**config.mk**
```make
export PLATFORM = sky130hd
export DESIGN_NAME = dense_layer_seq_flat
export DESIGN_NICKNAME = d
export VERILOG_FILES = /design/src/rtl/dense_layer_seq_if.sv /design/src/rtl/dense_layer_seq.sv /design/src/flat_wrapper.sv
export SDC_FILE = /design/constraint.sdc
export NUM_CORES = 1
export LEC_CHECK = 0
export ABC_AREA = 1
export BUFFER_PORTS_ARGS = -buffer_cell sky130_fd_sc_hd__buf_2
export CAP_MARGIN = 40
export CORE_MARGIN = 4
export CORE_UTILIZATION = 57
export CTS_CLUSTER_DIAMETER = 100
export DETAILED_ROUTE_END_ITERATION = 16
export PLACE_DENSITY = 0.81
export REMOVE_ABC_BUFFERS = 1
export SKIP_CTS_REPAIR_TIMING = 1
export SYNTH_ARGS = -nofsm -noshare
export SYNTH_HDL_FRONTEND = slang
export SYNTH_SLANG_ARGS = --single-unit
```
**constraint.sdc**
```tcl
create_clock -name clk -period 10 [get_ports clk]
set_input_delay 2.5 -clock clk [delete_from_list [all_inputs] [get_ports clk]]
set_output_delay 2.5 -clock clk [all_outputs]
set_load 0.01 [all_outputs]
```
**src/rtl/dense_layer_seq_if.sv**
```systemverilog
// Bias/weight parameter stream feeding dense_layer_seq: one signed beat per
// transfer, accepted when p_valid and p_ready are both high.
interface dense_layer_seq_if #(
    parameter int DW = 8
);
    logic                 p_valid;
    logic signed [DW-1:0] p_data;
    logic                 p_ready;

    modport master (output p_valid, output p_data, input p_ready);
    modport slave  (input p_valid, input p_data, output p_ready);
endinterface

```
**src/rtl/dense_layer_seq.sv**
```systemverilog
// Fully-connected layer sequencer: one MAC evaluates N_OUT neurons in turn over a latched activation vector.
// Optional DENSE_RELU_EN clamps negative saturated results to zero before they are stored.
module dense_layer_seq #(
    parameter int N_IN  = 32,
    parameter int N_OUT = 10,
    parameter int DW    = 8,
    parameter int ACC_W = 24,
    parameter int SHIFT = 0
) (
    input  logic                  clk,
    input  logic                  rst,
    input  logic                  start,
    input  logic [N_IN*DW-1:0]    in_vec,
    dense_layer_seq_if.slave      p_if,
    output logic [N_OUT*DW-1:0]   out_vec,
    output logic                  busy,
    output logic                  done
);

    typedef enum logic [2:0] {IDLE, BIAS, MAC, STORE, FIN} state_t;

    localparam int K_W = (N_IN  > 1) ? $clog2(N_IN)  : 1;
    localparam int J_W = (N_OUT > 1) ? $clog2(N_OUT) : 1;
    localparam logic [K_W-1:0] K_LAST = K_W'(N_IN - 1);
    localparam logic [J_W-1:0] J_LAST = J_W'(N_OUT - 1);
    localparam logic signed [ACC_W-1:0] SAT_HI = ACC_W'((2 ** (DW - 1)) - 1);
    localparam logic signed [ACC_W-1:0] SAT_LO = ACC_W'(-(2 ** (DW - 1)));

    state_t                    state;
    logic [N_IN*DW-1:0]        x_reg;
    logic [K_W-1:0]            k;
    logic [J_W-1:0]            j;
    logic signed [ACC_W-1:0]   acc;

    logic signed [DW-1:0]      x_k;
    logic signed [2*DW-1:0]    prod;
    logic signed [ACC_W-1:0]   shifted;
    logic signed [DW-1:0]      sat_val;
    logic signed [DW-1:0]      store_val;
    logic                      beat;

    // Datapath: product of the current activation and beat, plus the shifted/saturated neuron result.
    always_comb begin
        beat    = p_if.p_valid && p_if.p_ready;
        x_k     = x_reg[k*DW +: DW];
        prod    = x_k * p_if.p_data;
        shifted = acc >>> SHIFT;
        if (shifted > SAT_HI) begin
            sat_val = SAT_HI[DW-1:0];
        end else if (shifted < SAT_LO) begin
            sat_val = SAT_LO[DW-1:0];
        end else begin
            sat_val = shifted[DW-1:0];
        end
`ifdef DENSE_RELU_EN
        store_val = sat_val[DW-1] ? '0 : sat_val;
`else
        store_val = sat_val;
`endif
    end

    // Handshake outputs are registered alongside the state so they always match it.
    always_ff @(posedge clk) begin
        if (rst) begin
            state        <= IDLE;
            x_reg        <= '0;
            k            <= '0;
            j            <= '0;
            acc          <= '0;
            out_vec      <= '0;
            busy         <= 1'b0;
            done         <= 1'b0;
            p_if.p_ready <= 1'b0;
        end else begin
            case (state)
                IDLE: begin
                    if (start) begin
                        x_reg        <= in_vec;
                        j            <= '0;
                        state        <= BIAS;
                        busy         <= 1'b1;
                        p_if.p_ready <= 1'b1;
                    end
                end
                BIAS: begin
                    if (beat) begin
                        acc   <= ACC_W'(p_if.p_data) <<< SHIFT;
                        k     <= '0;
                        state <= MAC;
                    end
                end
                MAC: begin
                    if (beat) begin
                        acc <= acc + ACC_W'(prod);
                        if (k == K_LAST) begin
                            state        <= STORE;
                            p_if.p_ready <= 1'b0;
                        end else begin
                            k <= k + 1'b1;
                        end
                    end
                end
                STORE: begin
                    out_vec[j*DW +: DW] <= store_val;
                    if (j == J_LAST) begin
                        state <= FIN;
                        busy  <= 1'b0;
                        done  <= 1'b1;
                    end else begin
                        j            <= j + 1'b1;
                        state        <= BIAS;
                        p_if.p_ready <= 1'b1;
                    end
                end
                FIN: begin
                    done  <= 1'b0;
                    state <= IDLE;
                end
                default: begin
                    state <= IDLE;
                end
            endcase
        end
    end

endmodule

```
**src/flat_wrapper.sv**
```systemverilog
// flat-port wrapper written by rule: the top's interface ports become plain ports
module dense_layer_seq_flat 
#(
    parameter int N_IN  = 32,
    parameter int N_OUT = 10,
    parameter int DW    = 8,
    parameter int ACC_W = 24,
    parameter int SHIFT = 0
)
  (clk, rst, start, in_vec, out_vec, busy, done, p_if_p_valid, p_if_p_data, p_if_p_ready);
  dense_layer_seq_if #(.DW(DW)) p_if_i ();
  input  logic clk;
  input  logic rst;
  input  logic start;
  input  logic [N_IN*DW-1:0] in_vec;
  output logic [N_OUT*DW-1:0] out_vec;
  output logic busy;
  output logic done;
  input wire logic [$bits(p_if_i.p_valid)-1:0] p_if_p_valid;
  input wire logic [$bits(p_if_i.p_data)-1:0] p_if_p_data;
  output wire logic [$bits(p_if_i.p_ready)-1:0] p_if_p_ready;
  assign p_if_i.p_valid = p_if_p_valid;
  assign p_if_i.p_data = p_if_p_data;
  assign p_if_p_ready = p_if_i.p_ready;
  dense_layer_seq #(.N_IN(N_IN), .N_OUT(N_OUT), .DW(DW), .ACC_W(ACC_W), .SHIFT(SHIFT)) u_core (.clk(clk), .rst(rst), .start(start), .in_vec(in_vec), .p_if(p_if_i), .out_vec(out_vec), .busy(busy), .done(done));
endmodule
```
==> flow_summary.ini <==
[yosys]
async_reset_ff_share_pct = 0
synth-edff-count = 0
ys_seq_area_share_pct = 36.2
yosys_warnings = 0
ys_ff_latch = 375
synthCells = 2787
synthDistinctLibCells = 47
synth_area_mm2 = 0.0207
ys.flop_type = dfxtp_1
syn_avg_cell_area_um2 = 7.44

[route]
wirelength_um = 63700
drt_first_pass_iters = 6
ant_nets = 0
wl_per_cell_um = 18.1
drcViolationCount = 0
vias = 20268
first_iter_violations = 1775
avgViaCountPerCell = 5.76

[global_route]
grt_pass1_wl_um = 100000
grtUsageMet3_pct = 5.15
grt_max_degree = 257
grt_usage_pct = 31.2
grt_util_met2_pct = 49.2
grt_pass1_vias = 19225
top_usage_layer = met2
gr-total-overflow = 0
antenna_found_initial = 5
grtUsageMet1_pct = 43.3

[timing]
fin_crit_sh_pct = 70.6
final_max_slew_viol_count = 0
post-route-min-period_ps = 7060
skew_ps = 13.3
rsz0062_at_grt = false
finalHoldViolCount = 0
fin_setup_tns_ps = 0
max_freq_ghz = 0.142
setup_viol = 0
worst_pin_slew_ps = 980
max_slew_margin_pct = 34.7

[placement]
gp_congestion = 0.984
portBuffers = 350
dp_hpwl_um = 45000

[clock_network]
cts_tree = built
cts_sinks = 375
cts_made_buffers = 40
clk_path_buf_depth = 3
cts-root-buf = clkbuf_16
clk_pin_slew_ps = 60
htree_levels = 2
clock_insertion_delay_worst_skew_ps = 540

[floorplanning]
die_width_um = 199
ios = 351
fp.dieH_um = 199
start_util_pct = 58.0
num_rows = 69
core-area_mm2 = 0.0357
die_area_mm2 = 0.0395

[worst_hold_path]
min_path_type = reg2reg
hold_start = u_core.x_reg[238]$_SDFFE_PP0P_

[pwr]
switching_power_mw = 3.84
p_int_mw = 4.36
peakVddDrop_mv = 0.290
p_leak_nw = 10.5
pwr-share-comb_pct = 58.5
clkPwrFrac_pct = 18.5
seqPwrFrac_pct = 23.1
power_density_mw_per_mm2 = 343
p_sw_share_pct = 46.8

[finish]
area_growth_pct = 15.2
nNetsFinal = 3455
final_cell_mix = nand2_1 (482), a21oi_1 (462), dfxtp_1 (373)
layout_commonest_cell = nand2_1
final_core_util_pct = 66.8
layout-drive-gt1-share_pct = 16.0
largest_reg_flops = 256

[worst_setup_path]
critPathKind = reg2reg
cp_slowest_cell = dfxtp_4
r2r_start = u_core.k[1]$_SDFFE_PP0P_
worstPathArrival_ps = 7530
max_stage_delay_ps = 690
required_ps = 10470
cp-startpoint = u_core.k[1]$_SDFFE_PP0P_
worstPathCellList = buf_4 > o211ai_1 > nand3_1 > nand3_1 > nand4_1 > nand2_2 > nor2_1 > fa_1 > inv_1 > fa_1 > inv_1 > fa_1 > fa_1 > ha_1 > ha_1 > nand2_1 > nor2_1 > inv_1 > nor2_1 > nand3_1 > nand4_1 > nand3_1 > a21oi_1
critPathCaptureType = flip-flop
cp_max_fo = 60
start_kind = flip-flop

[outcome]
outcome = finished clean

[flow_run]
maxCapViolCount = 0
## layout make-up
class | count | area, µm²
Antenna cell | 4 | 10.0
Clock buffer | 62 | 1240
Clock inverter | 8 | 110
Fill cell | 3085 | 11900
Inverter | 313 | 1180
Multi-Input combinational cell | 1920 | 11200
Sequential cell | 375 | 7510
Tap cell | 461 | 577
Timing Repair Buffer | 373 | 2030
## through the flow
stage                     area [µm²]  power [mW]  hold slack [ps]  instances  setup slack (ps)
after floorplan                19900        5.42              429       2608             -9570
after global placement         22400        6.44              439       3435              2370
after detailed placement       22500        6.59              445       3442              2440
after CTS                      23900        8.15              453       3512              2950
after global routing           23900        8.96              470       3514              2340
final                          23900        8.19              452       3516              2940
## final timing paths
| path | end | slack [ps] | cells past startpoint |
|---|---|---|---|
| worst max-delay path | u_core.acc[22]$_SDFFE_PP0P_ | 2940 | 23 |
| worst min-delay path | u_core.x_reg[238]$_SDFFE_PP0P_ | 450 | 2 |
| worst max register to register | u_core.acc[22]$_SDFFE_PP0P_ | 2940 | 23 |
| worst min register to register | u_core.x_reg[238]$_SDFFE_PP0P_ | 450 | 2 |
## kinds of logic after synthesis
| logic type | synth area share, % |
|---|---|
| adders and majority gates | 13.7 |
| AOI/OAI and AO/OA | 19.9 |
| xor gates and xnor gates | 0.254 |
| buffers and inverters | 9.76 |
| and+or+nand+nor | 20.2 |
| DFF | 36.2 |
## synthesized netlist by cell type, types with 5 or more instances
master	n	area (µm²)
a21oi_1	462	2310
buf_1	9	33.8
buf_2	49	245
buf_4	6	45.0
buf_6	12	135
clkbuf_1	102	383
dfxtp_1	375	7510
fa_1	104	2080
ha_1	60	751
inv_1	298	1120
inv_2	11	41.3
nand2_1	483	1810
nand3_1	273	1370
nand3b_1	5	37.5
nand4_1	24	150
nor2_1	124	465
nor2_4	6	67.6
nor3_1	6	30.0
o211ai_1	25	188
o21ai_0	282	1410
o21ai_1	5	25.0
o22ai_1	16	100
or2_2	8	50.1
## worst max-delay path, delay by kind of cell, from the launching register on
family | cells | cell delay, ps
fa+ha+maj | 6 | 2930
simple gates | 11 | 1790
buf+inv | 4 | 1160
flops | 1 | 690
compound gates | 2 | 340
## power groups by stage
| stage | Combinational [mW] | Clock [mW] | Sequential [mW] |
|---|---|---|---|
| 2_1_floorplan | 3.52 | 0 | 1.90 |
| 3_3_place_gp | 4.54 | 0 | 1.91 |
| 3_5_place_dp | 4.67 | 0 | 1.92 |
| 4_1_cts | 4.74 | 1.53 | 1.89 |
| 5_1_grt | 5.45 | 1.59 | 1.91 |
| 6_report | 4.79 | 1.51 | 1.89 |
## per-layer routing
| layer | vias to the layer above | share of wire, % |
|---|---|---|
| li1 | 9687 | - |
| met1 | 9467 | 41 |
| met5 | - | 0.072 |
| met4 | 6 | 4.0 |
| met2 | 948 | 46 |
| met3 | 160 | 9.3 |
Power figures use the tool's default switching activity.
